===== config.mk =====
export PLATFORM = sky130hd
export DESIGN_NAME = pipe_stage_reg_flat
export DESIGN_NICKNAME = d
export VERILOG_FILES = /design/src/rtl/pipe_stage_reg_if.sv /design/src/rtl/pipe_stage_reg.sv /design/src/flat_wrapper.sv
export SDC_FILE = /design/constraint.sdc
export NUM_CORES = 1
export LEC_CHECK = 0
export ABC_CLOCK_PERIOD_IN_PS = 1800
export BUFFER_PORTS_ARGS = -buffer_cell sky130_fd_sc_hd__buf_2
export CAP_MARGIN = 10
export CELL_PAD_IN_SITES_DETAIL_PLACEMENT = 0
export CELL_PAD_IN_SITES_GLOBAL_PLACEMENT = 1
export CORE_MARGIN = 2
export CORE_UTILIZATION = 33
export CTS_CLUSTER_SIZE = 28
export DETAILED_ROUTE_END_ITERATION = 16
export PLACE_DENSITY_LB_ADDON = 0.1
export RECOVER_POWER = 25
export SLEW_MARGIN = 15
export SYNTH_ARGS = -nofsm -noshare
export SYNTH_HDL_FRONTEND = slang
export SYNTH_SLANG_ARGS = --single-unit

===== constraint.sdc =====
create_clock -name clk -period 1.8 [get_ports clk]
set_input_delay 0.18 -clock clk [delete_from_list [all_inputs] [get_ports clk]]
set_output_delay 0.18 -clock clk [all_outputs]
set_load 0.005 [all_outputs]

===== src/rtl/pipe_stage_reg_if.sv =====
// Handshake bundle between two pipeline stages: upstream offer, downstream head, and flush.
// The master modport is the side that feeds the stage and consumes its output; slave is the stage.
interface pipe_stage_reg_if #(
  parameter int WIDTH = 32,
  parameter int LANES = 2
);
  logic [LANES-1:0]       in_valid;
  logic [LANES*WIDTH-1:0] in_data;
  logic                   in_ready;
  logic [LANES-1:0]       out_valid;
  logic [LANES*WIDTH-1:0] out_data;
  logic                   out_ready;
  logic                   flush;

  modport master (
    output in_valid, in_data, out_ready, flush,
    input  in_ready, out_valid, out_data
  );

  modport slave (
    input  in_valid, in_data, out_ready, flush,
    output in_ready, out_valid, out_data
  );
endinterface


===== src/rtl/pipe_stage_reg.sv =====
// Multi-lane ready/valid pipeline register with flush; 1-cycle latency, 1 bundle/cycle.
// PIPE_STAGE_SKID_EN: two-entry skid with registered in_ready; otherwise single register with combinational in_ready.
module pipe_stage_reg #(
  parameter int          WIDTH = 32,
  parameter int          LANES = 2,
  parameter logic [31:0] RESET = 32'h0000_3000
) (
  input logic             clk,
  input logic             rst,
  pipe_stage_reg_if.slave bus
);

  localparam logic [WIDTH-1:0]       RST_LANE = WIDTH'(RESET);
  localparam logic [LANES*WIDTH-1:0] RST_BUS  = {LANES{RST_LANE}};

  logic [LANES-1:0]       main_v;
  logic [LANES*WIDTH-1:0] main_d;
  logic                   present;
  logic                   accept;
  logic                   rel;

  // An all-zero valid mask is not a bundle, so it is never stored.
  assign present       = |bus.in_valid;
  assign rel           = (|main_v) && bus.out_ready;
  assign bus.out_valid = main_v;
  assign bus.out_data  = main_d;

`ifdef PIPE_STAGE_SKID_EN

  typedef enum logic [1:0] {
    EMPTY,
    ONE,
    TWO
  } state_t;

  state_t                 state;
  logic                   rdy_q;
  logic [LANES-1:0]       skid_v;
  logic [LANES*WIDTH-1:0] skid_d;

  // Upstream sees only a flop, so back-pressure never chains combinationally.
  assign bus.in_ready = rdy_q;
  assign accept       = present && rdy_q && !bus.flush;

  always_ff @(posedge clk or posedge rst) begin
    if (rst) begin
      state  <= EMPTY;
      rdy_q  <= 1'b0;
      main_v <= '0;
      main_d <= RST_BUS;
      skid_v <= '0;
      skid_d <= RST_BUS;
    end else if (bus.flush) begin
      state  <= EMPTY;
      rdy_q  <= 1'b1;
      main_v <= '0;
      skid_v <= '0;
    end else begin
      case (state)
        EMPTY: begin
          rdy_q <= 1'b1;
          if (accept) begin
            main_v <= bus.in_valid;
            main_d <= bus.in_data;
            state  <= ONE;
          end
        end
        ONE: begin
          if (accept && rel) begin
            main_v <= bus.in_valid;
            main_d <= bus.in_data;
          end else if (accept) begin
            // Head is stalled: park the new bundle behind it and close the door.
            skid_v <= bus.in_valid;
            skid_d <= bus.in_data;
            state  <= TWO;
            rdy_q  <= 1'b0;
          end else if (rel) begin
            main_v <= '0;
            state  <= EMPTY;
          end
        end
        TWO: begin
          if (rel) begin
            main_v <= skid_v;
            main_d <= skid_d;
            skid_v <= '0;
            state  <= ONE;
            rdy_q  <= 1'b1;
          end
        end
        default: begin
          state  <= EMPTY;
          rdy_q  <= 1'b1;
          main_v <= '0;
          skid_v <= '0;
        end
      endcase
    end
  end

`else

  // Without skid storage the stage can only take a bundle if the head leaves this cycle.
  assign bus.in_ready = !(|main_v) || bus.out_ready;
  assign accept       = present && bus.in_ready && !bus.flush;

  always_ff @(posedge clk or posedge rst) begin
    if (rst) begin
      main_v <= '0;
      main_d <= RST_BUS;
    end else if (bus.flush) begin
      main_v <= '0;
    end else if (accept) begin
      main_v <= bus.in_valid;
      main_d <= bus.in_data;
    end else if (rel) begin
      main_v <= '0;
    end
  end

`endif

endmodule

===== src/flat_wrapper.sv =====
// flat-port wrapper written by rule: the top's interface ports become plain ports
module pipe_stage_reg_flat 
#(
  parameter int          WIDTH = 32,
  parameter int          LANES = 2,
  parameter logic [31:0] RESET = 32'h0000_3000
)
  (clk, rst, bus_in_valid, bus_in_data, bus_out_ready, bus_flush, bus_in_ready, bus_out_valid, bus_out_data);
  pipe_stage_reg_if #(.WIDTH(WIDTH), .LANES(LANES)) bus_i ();
  input logic clk;
  input logic rst;
  input wire logic [$bits(bus_i.in_valid)-1:0] bus_in_valid;
  input wire logic [$bits(bus_i.in_data)-1:0] bus_in_data;
  input wire logic [$bits(bus_i.out_ready)-1:0] bus_out_ready;
  input wire logic [$bits(bus_i.flush)-1:0] bus_flush;
  output wire logic [$bits(bus_i.in_ready)-1:0] bus_in_ready;
  output wire logic [$bits(bus_i.out_valid)-1:0] bus_out_valid;
  output wire logic [$bits(bus_i.out_data)-1:0] bus_out_data;
  assign bus_i.in_valid = bus_in_valid;
  assign bus_i.in_data = bus_in_data;
  assign bus_i.out_ready = bus_out_ready;
  assign bus_i.flush = bus_flush;
  assign bus_in_ready = bus_i.in_ready;
  assign bus_out_valid = bus_i.out_valid;
  assign bus_out_data = bus_i.out_data;
  pipe_stage_reg #(.WIDTH(WIDTH), .LANES(LANES), .RESET(RESET)) u_core (.clk(clk), .rst(rst), .bus(bus_i));
endmodule

==> flow_metrics.env, run 1 <==
export IMPL_grt_pass1_wl_um=8740
export IMPL_drv_cap=0
export IMPL_core_area_um2=8260
export IMPL_drive_gt1_share_pct=75.8
export IMPL_synth_ff_type="dfrtp_1"
export IMPL_drc_errors=0
export IMPL_syn2layout_area_growth_pct=33.6
export IMPL_cts_resized=0
export IMPL_power_switching_mw=1.02
export IMPL_wl_per_cell_um=14.7
export IMPL_rows=33
export IMPL_synth_top_area_cell="dfrtp_1"
export IMPL_initial_core_util_pct=34.1
export IMPL_fmax_ghz=0.670
export IMPL_synth_seq_cells=66
export IMPL_tightestPinTransition_ns=0.815
export IMPL_min_path_type="in -> reg"
export IMPL_status="complete, no violations"
export IMPL_peakVddDrop_mv=0.347
export IMPL_root_buffer="clkbuf_8"
export IMPL_rsz0062_at_grt="no"
export IMPL_dp_cells=386
export IMPL_cts_buffer_depth=2
export IMPL_p_clk_share_pct=29.4
export IMPL_slew_viol_final=0
export IMPL_io_buffers=136
export IMPL_cts_buffers=9
export IMPL_syn_nets=217
export IMPL_yosysSeqAreaShare_pct=58.8
export IMPL_critPathRequiredTime_ns=2.02
export IMPL_diodes=0
export IMPL_finalCritPeriodShare_pct=83.0
export IMPL_instances_no_fill=403
export IMPL_place_gp_congestion=0.651
export IMPL_p_comb_share_pct=23.2
export IMPL_syn_cell_area_um2=2820
export IMPL_avgSynthCellArea_um2=19.2
export IMPL_end_kind="register"
export IMPL_drt_antenna_violating_nets=0
export IMPL_finish_utilization_pct=45.6
export IMPL_fp_dieW_um=96.4
export IMPL_antenna_found_initial=0
export IMPL_fin_crit_ns=1.49
export IMPL_cts_sinks=66
export IMPL_layout_nets=363
export IMPL_routed_wl_um=5920
export IMPL_synth_top_area_share_pct=55.0
export IMPL_grt_pass1_vias=1702
export IMPL_htree_levels=3
export IMPL_gr_total_overflow=0
export IMPL_synth_area_leaders="dfrtp_1 (55%), mux2_4 (32%), buf_12 (5.0%)"
export IMPL_pwr_share_seq_pct=47.4
export IMPL_finalSetupViolCount=0
export IMPL_async_flop_share_pct=100
export IMPL_clkTransAtPathRegs_ns=0.07
export IMPL_internal_power_mw=2.98
export IMPL_grt_max_degree=35
export IMPL_clock_latency_ns=0.34
export IMPL_cp_max_fo=25
export IMPL_p_leak_nw=1.93
export IMPL_synthTopCellsByCount="dfrtp_1 (62), mux2_4 (60), buf_12 (7), dfstp_2 (4), mux2_2 (4)"
export IMPL_ios=137
export IMPL_cts_tree="built"
export IMPL_vias=1728
export IMPL_slew_headroom_pct=45.7
export IMPL_critPathArrivalTime_ns=1.71
export IMPL_synth_edf_count=0
export IMPL_power_density_nw_per_um2=1060
export IMPL_yosys_warnings=0
export IMPL_firstDrtPassIters=2
export IMPL_hold_viol=0
export IMPL_yosysMostFrequentCell="dfrtp_1"
export IMPL_grt_total_usage_pct=12.9
export IMPL_cp_slowest_cell="dfrtp_1"
export IMPL_routed_via_density=4.29
export IMPL_crit_chain="o21bai_4 -> o211a_4 -> buf_12 -> mux2_4"
export IMPL_criticalPathCategory="reg -> reg"
export IMPL_syn_instance_count=147
export IMPL_setup_tns_final_ns=0
export IMPL_fin_worst_skew_ns=0.00600
export IMPL_sw_frac_of_total_pct=25.6
export IMPL_max_stage_delay_ns=0.42
export IMPL_dieArea_um2=9300
export IMPL_dp_hpwl_um=4220
export IMPL_dieHeight_um=96.4
export IMPL_worst_setup_path_start_kind="register"
export IMPL_ys_types=13
export IMPL_drtIter0Drc=27
worst max-delay path: cells and delay by family (launching register included):
family	cells	cell delay, ns
DFF	1	0.42
buffers and inverters	1	0.23
AOI/OAI and AO/OA	2	0.40
muxes	1	0.32
logic make-up (layout without fill, tap and decap cells):
logic type,count (synthesis),after routing,share of synthesized area [%]
multiplexers,64,64,33.6
flip-flops,66,66,58.8
buffers and inverters,10,161,5.37
AND/OR/NAND/NOR,2,2,0.355
AO/OA/AOI/OAI,5,5,1.95
final timing paths:
| kind | from | end | slack, ns | cells after the start |
|---|---|---|---|---|
| setup / recovery | u_core.bus.out_valid[1] | u_core.bus.out_data[52] | 0.31 | 4 |
| hold / removal | bus_flush | u_core.bus.out_valid[0] | 0.03 | 2 |
| setup reg to reg | u_core.bus.out_valid[1] | u_core.bus.out_data[52] | 0.31 | 4 |
| hold reg to reg | u_core.bus.out_data[24] | u_core.bus.out_data[24] | 0.51 | 1 |
| max in group asynchronous | rst | u_core.bus.out_data[40] | 0.61 | 4 |
| min in group asynchronous | rst | u_core.bus.out_data[6] | 0.68 | 4 |
state kept, by name, indices dropped and copies added, names as in the netlist:
name,flops
u_core.bus.out_data,64
u_core.bus.out_valid,2
through the flow:
| stage | power (mW) | instance area, um2 | setup WS, ns | hold slack (ns) |
|---|---|---|---|---|
| 3_3_place_gp | 2.86 | 3570 | 0.344 | 0.334 |
| 3_5_place_dp | 2.86 | 3570 | 0.318 | 0.328 |
| 6_report | 4.00 | 3760 | 0.307 | 0.0262 |
| 4_1_cts | 4.09 | 3770 | 0.293 | 0.00198 |
| 5_1_grt | 4.24 | 3760 | 0.260 | 0.00854 |
| 2_1_floorplan | 2.47 | 2820 | 0.347 | 0.243 |
layout by cell type, fill, tap and decap left out, drive strengths merged, types with 2 or more instances in the layout:
cell type	netlist	routed
clkbuf	0	16
buf	7	138
dfstp	4	4
dfrtp	62	62
clkinvlp	0	4
inv	3	2
mux2	64	64
layer usage:
layer	vias up	track usage, %	share of wire [%]
li1	804	-	-
met1	836	16.6	44
met2	80	18.6	45
met3	8	6.75	10
met4	0	4.58	1.3
met5	-	0	0
what timing repair did:
| item | 4_1_cts | 5_1_grt |
|---|---|---|
| endpoints found under the setup margin | 0 | 0 |
| setup buffers | 0 | 0 |
| hold endpoints to repair | 62 | 0 |
| hold buffers | 1 | 0 |
cell type report:
cell class / instances / area [um2]
clock buffers: 13 / 169
clock inverters: 3 / 22.5
fillers: 784 / 4490
inverters: 3 / 15.0
multi-input cells: 71 / 1010
flip-flops and latches: 66 / 1660
well taps: 105 / 131
repair buffers: 142 / 759
power by group through the flow:
stage	logic (mW)	clock network, mW	registers (mW)
final	0.927	1.18	1.90
after global routing	1.01	1.30	1.93
after CTS	0.951	1.24	1.90
after detailed placement	0.948	0	1.91
after global placement	0.937	0	1.92
after floorplan	0.533	0	1.94
Note: power is estimated with default switching activity, not from simulation.
==> run 2: changes to the inputs <==
--- a/config.mk
+++ b/config.mk
@@ -5,13 +5,13 @@
 export SDC_FILE = /design/constraint.sdc
 export NUM_CORES = 1
 export LEC_CHECK = 0
-export ABC_CLOCK_PERIOD_IN_PS = 1800
+export ABC_CLOCK_PERIOD_IN_PS = 1500
 export BUFFER_PORTS_ARGS = -buffer_cell sky130_fd_sc_hd__buf_2
 export CAP_MARGIN = 10
 export CELL_PAD_IN_SITES_DETAIL_PLACEMENT = 0
 export CELL_PAD_IN_SITES_GLOBAL_PLACEMENT = 1
 export CORE_MARGIN = 2
-export CORE_UTILIZATION = 33
+export CORE_UTILIZATION = 35
 export CTS_CLUSTER_SIZE = 28
 export DETAILED_ROUTE_END_ITERATION = 16
 export PLACE_DENSITY_LB_ADDON = 0.1
==> constraint.sdc (replaced) <==
create_clock -name clk -period 1.5 [get_ports clk]
set_input_delay 0.15 -clock clk [delete_from_list [all_inputs] [get_ports clk]]
set_output_delay 0.15 -clock clk [all_outputs]
set_load 0.005 [all_outputs]
==> run 2 against run 1 <==
Against the previous run: global-route usage rose by 0.48 points; maximum frequency rose by 0.81%; first-iteration DRC count grew 52%; sequential power rose by 19%; count of clock-buffer cells in the layout unchanged; setup slack worse by 0.29 ns; largest cell class unchanged.
==> flow_metrics.env, run 2 (synthesis gave the netlist of run 1 again) <==
export IMPL_fin_crit_ns=1.48
export IMPL_firstDrtPassIters=3
export IMPL_core_area_um2=7770
export IMPL_criticalPathCategory="reg -> reg"
export IMPL_rows=32
export IMPL_dp_cells=383
export IMPL_vias=1695
export IMPL_cp_max_fo=32
export IMPL_post_cts_repair_setup_buffers=0
export IMPL_cts_tree="built"
export IMPL_routed_via_density=4.24
export IMPL_drv_cap=0
export IMPL_initial_core_util_pct=36.3
export IMPL_grt_total_usage_pct=13.4
export IMPL_grt_pass1_vias=1724
export IMPL_drc_errors=0
export IMPL_drt_antenna_violating_nets=0
export IMPL_cts_buffer_depth=2
export IMPL_instances_no_fill=400
export IMPL_ios=137
export IMPL_largest_reg_flops=64
export IMPL_wl_per_cell_um=14.0
export IMPL_internal_power_mw=3.74
export IMPL_diodes=0
export IMPL_path_buf_inv=1
export IMPL_crit_family="flip-flops"
export IMPL_syn2layout_area_growth_pct=34.5
export IMPL_min_path_type="in -> reg"
export IMPL_peakVddDrop_mv=0.742
export IMPL_routed_wl_um=5610
export IMPL_finalCritPeriodShare_pct=98.8
export IMPL_fin_worst_skew_ns=0.00636
export IMPL_dp_hpwl_um=3910
export IMPL_p_clk_share_pct=31.0
export IMPL_worst_setup_path_start_kind="register"
export IMPL_drtIter0Drc=41
export IMPL_fmax_ghz=0.675
export IMPL_crit_chain="o21bai_4 -> o211a_4 -> buf_16 -> mux2_4"
export IMPL_p_comb_share_pct=22.8
export IMPL_cts_buffers=9
export IMPL_io_buffers=136
export IMPL_fp_dieW_um=93.7
export IMPL_htree_levels=3
export IMPL_post_dp_cell_area_um2=3570
export IMPL_clock_latency_ns=0.33
export IMPL_sw_frac_of_total_pct=23.9
export IMPL_critPathArrivalTime_ns=1.70
export IMPL_place_gp_congestion=0.757
export IMPL_grt_max_degree=67
export IMPL_dieHeight_um=93.7
export IMPL_hold_viol=0
export IMPL_root_buffer="clkbuf_8"
export IMPL_cp_slowest_cell="dfrtp_1"
export IMPL_max_stage_delay_ns=0.41
export IMPL_layout_nets=364
export IMPL_finish_utilization_pct=48.8
export IMPL_antenna_found_initial=0
export IMPL_grt_pass1_wl_um=8870
export IMPL_tightestPinTransition_ns=0.899
export IMPL_power_switching_mw=1.17
export IMPL_finalPower_mw=4.91
export IMPL_status="complete, no violations"
export IMPL_clkTransAtPathRegs_ns=0.07
export IMPL_power_density_nw_per_um2=1300
export IMPL_dieArea_um2=8790
export IMPL_end_kind="register"
export IMPL_final_common_cell="buf_2"
export IMPL_critPathRequiredTime_ns=1.72
export IMPL_slew_headroom_pct=40.1
export IMPL_p_leak_nw=1.96
export IMPL_slew_viol_final=0
export IMPL_finalSetupViolCount=0
export IMPL_cts_sinks=66
export IMPL_gr_total_overflow=0
export IMPL_whs_ns=0.0392
export IMPL_design_area_um2=3790
export IMPL_rsz0062_at_grt="yes"
export IMPL_drive_gt1_share_pct=75.5
export IMPL_pwr_share_seq_pct=46.2
export IMPL_layout_common_cells="buf_2 (135), mux2_4 (62), dfrtp_1 (62)"
-- run 2: changes by cell type in the layout (fill, tap and decap cells not counted) --
cell / before / now
clkbuf_4: 0 / 1
mux2_2: 4 / 2
mux2_4: 60 / 62
clkinv_2: 0 / 1
bufinv_16: 0 / 1
dlygate4sd3_1: 1 / 2
clkbuf_2: 2 / 0
buf_12: 3 / 1
clkinvlp_4: 4 / 1
buf_16: 0 / 1
buf_4: 0 / 2
-- run 2: final cells by class --
type,count,area (um2)
fill,706,3980
sequential,66,1660
multi-input combinational,71,1020
timing repair buffer,143,769
clock buffer,13,169
tap,102,128
clock inverter,2,35.0
inverter,3,15.0
-- run 2: metrics by stage --
stage,setup TNS [ns],setup WS (ns)
final,0,0.0186
after global routing,-1.19,-0.0440
after CTS,0,0.00963
after detailed placement,0,0.0131
after global placement,0,0.0361
after floorplan,0,0.0467
-- run 2: power by group through the flow --
stage	combinational (mW)	clock [mW]	sequential, mW
2_1_floorplan	0.640	0	2.33
3_3_place_gp	1.12	0	2.30
3_5_place_dp	1.13	0	2.29
4_1_cts	1.14	1.59	2.27
5_1_grt	1.22	1.69	2.32
6_report	1.12	1.52	2.27
-- run 2: path summary, 6_finish.rpt --
kind,slack (ns),cells past startpoint,end,start
setup reg to reg,0.02,4,u_core.bus.out_data[21],u_core.bus.out_valid[1]
min in group asynchronous,0.67,4,u_core.bus.out_data[61],rst
hold / removal,0.04,2,u_core.bus.out_data[30],bus_in_data[30]
hold reg to reg,0.50,1,u_core.bus.out_data[10],u_core.bus.out_data[10]
max in group asynchronous,0.24,4,u_core.bus.out_data[8],rst
setup / recovery,0.02,4,u_core.bus.out_data[21],u_core.bus.out_valid[1]
-- run 2: what timing repair did --
| action | 4_1_cts | 5_1_grt |
|---|---|---|
| endpoints found under the hold margin | 64 | 0 |
| pin swaps | 1 | 0 |
| hold buffers | 2 | 0 |
| endpoints found under the setup margin | 4 | 44 |
| cloned | 0 | 0 |
| resized for setup | 1 | 2 |
-- run 2: metal layers --
metal	share of wire [%]	up-vias	track usage (%)
met1	45	801	17.8
met2	43	85	18.6
met3	11	6	7.30
li1	-	803	-
met5	0	-	0
met4	0.89	0	4.35
==> run 3: changes to the inputs <==
--- a/config.mk
+++ b/config.mk
@@ -11,7 +11,7 @@
 export CELL_PAD_IN_SITES_DETAIL_PLACEMENT = 0
 export CELL_PAD_IN_SITES_GLOBAL_PLACEMENT = 1
 export CORE_MARGIN = 2
-export CORE_UTILIZATION = 35
+export CORE_UTILIZATION = 36
 export CTS_CLUSTER_SIZE = 28
 export DETAILED_ROUTE_END_ITERATION = 16
 export PLACE_DENSITY_LB_ADDON = 0.1
==> run 3 against run 2 <==
Against the previous run: maximum frequency up 1.3%; via count up 3.4%; highest routed layer unchanged; sequential share of layout area down 0.37 points; combinational power about the same; largest power group unchanged; critical endpoint is now u_core.bus.out_data[46].
==> flow_metrics.env, run 3 (synthesis gave the netlist of run 1 again) <==
export IMPL_met1_usage_pct=18.9
export IMPL_cts_tree="built"
export IMPL_use_met3_pct=5.21
export IMPL_routed_wl_um=5760
export IMPL_htree_levels=3
export IMPL_grt_total_usage_pct=14.2
export IMPL_dp_hpwl_um=4080
export IMPL_slew_viol_final=0
export IMPL_grt_busiest_layer="met2"
export IMPL_min_path_type="in -> reg"
export IMPL_fin_worst_skew_ns=0.00802
export IMPL_rsz0062_at_grt="yes"
export IMPL_p_leak_nw=1.97
export IMPL_cts_buffers=9
export IMPL_cts_buffer_depth=2
export IMPL_critPathArrivalTime_ns=1.68
export IMPL_fmax_ghz=0.684
export IMPL_drtIter0Drc=20
export IMPL_pre_cts_ws_ns=0.0237
export IMPL_initial_core_util_pct=36.9
export IMPL_nFillCells=692
export IMPL_place_gp_congestion=0.722
export IMPL_worst_setup_path_start_kind="register"
export IMPL_finalSetupViolCount=0
export IMPL_drive_gt1_share_pct=75.9
export IMPL_design_area_um2=3820
export IMPL_drv_cap=0
export IMPL_tightestPinTransition_ns=0.882
export IMPL_post_dp_cell_area_um2=3600
export IMPL_critPathRequiredTime_ns=1.72
export IMPL_setup_tns_final_ns=0
export IMPL_vias=1752
export IMPL_final_setup_worst_slack_ns=0.0375
export IMPL_grt_max_degree=67
export IMPL_io_buffers=136
export IMPL_core_area_um2=7650
export IMPL_status="complete, no violations"
export IMPL_grt_use_met2_pct=20.0
export IMPL_antenna_found_initial=0
export IMPL_largest_reg_flops=64
export IMPL_peakVddDrop_mv=0.402
export IMPL_slew_headroom_pct=41.2
export IMPL_syn2layout_area_growth_pct=35.6
export IMPL_wl_per_cell_um=14.2
export IMPL_drt_antenna_violating_nets=0
export IMPL_final_common_cell="buf_2"
export IMPL_criticalPathCategory="reg -> reg"
export IMPL_fin_crit_ns=1.46
export IMPL_routed_via_density=4.33
export IMPL_crit_chain="o21bai_4 -> o211a_4 -> buf_12 -> mux2_4"
export IMPL_cp_max_fo=17
export IMPL_end_kind="register"
export IMPL_layout_nets=368
export IMPL_grt_pass1_wl_um=9090
export IMPL_crit_family="compound AO/OA/AOI/OAI gates"
export IMPL_drc_errors=0
export IMPL_hold_viol=0
export IMPL_path_buf_inv=1
export IMPL_max_stage_delay_ns=0.41
export IMPL_rows=32
export IMPL_clock_latency_ns=0.34
export IMPL_dieHeight_um=92.5
export IMPL_power_density_nw_per_um2=1290
export IMPL_ios=137
export IMPL_diodes=0
export IMPL_gr_total_overflow=0
export IMPL_cp_slowest_cell="dfrtp_1"
export IMPL_firstDrtPassIters=4
export IMPL_layout_common_cells="buf_2 (135), dfrtp_1 (62), mux2_4 (61)"
export IMPL_clkTransAtPathRegs_ns=0.08
export IMPL_grt_pass1_vias=1745
export IMPL_fp_dieW_um=92.5
export IMPL_cts_sinks=66
export IMPL_finalCritPeriodShare_pct=97.5
export IMPL_root_buffer="clkbuf_8"
export IMPL_dieArea_um2=8550
run 3: cell types whose count changed in the layout (fill, tap and decap cells not counted), sizes merged:
cell	previous run	this run
buf	139	143
clkinvlp	1	3
clkbuf	15	14
run 3: timing repair:
item                                    in CTS  in global routing
hold buffers                                 2                  0
endpoints found under the setup margin       0                 52
endpoints found under the hold margin       64                  0
buffers inserted                             0                  1
resized for setup                            0                  1
run 3: final cells by class:
cell class	count	area, um2	share of cell area (%)
Clock buffer	12	155	4.06
Clock inverter	4	50.0	1.31
Inverter	3	15.0	0.393
Multi-Input combinational cell	71	1010	26.5
Sequential cell	66	1660	43.3
Tap cell	102	128	3.34
Timing Repair Buffer	147	805	21.0
run 3: path summary, 6_finish.rpt:
kind	cells past startpoint	start	slack, ns	endpoint
max	4	u_core.bus.out_valid[1]	0.04	u_core.bus.out_data[46]
min	2	bus_in_data[38]	0.04	u_core.bus.out_data[38]
max reg2reg	4	u_core.bus.out_valid[1]	0.04	u_core.bus.out_data[46]
min reg2reg	1	u_core.bus.out_data[42]	0.51	u_core.bus.out_data[42]
max in group asynchronous	4	rst	0.24	u_core.bus.out_data[33]
min in group asynchronous	4	rst	0.70	u_core.bus.out_data[9]
run 3: power breakdown:
part	internal, mW	switching [mW]
Clock	0.856	0.664
Combinational	0.747	0.381
Sequential	2.11	0.167
run 3: worst register-to-register path, cell delays in order, from the launching register on:
cell,delay [ns]
dfrtp_1,0.41
o21bai_4,0.16
o211a_4,0.25
buf_12,0.20
mux2_4,0.32
run 3: stage by stage:
step	utilization (%)	hold slack [ns]	std cells	power [mW]
3_3_place_gp	47.1	0.279	386	3.43
5_1_grt	50.0	0.00541	405	5.21
2_1_floorplan	-	0.213	147	2.97
6_report	50.0	0.0378	405	4.92
4_1_cts	50.0	0.0172	404	5.00
3_5_place_dp	47.1	0.280	386	3.44
run 3: routing by layer:
layer  share of wire (%)  vias to the layer above
li1                    -                      815
met1                  45                      849
met2                  45                       78
met3                 7.7                       10
met4                 2.0                        0
met5                   0                        -
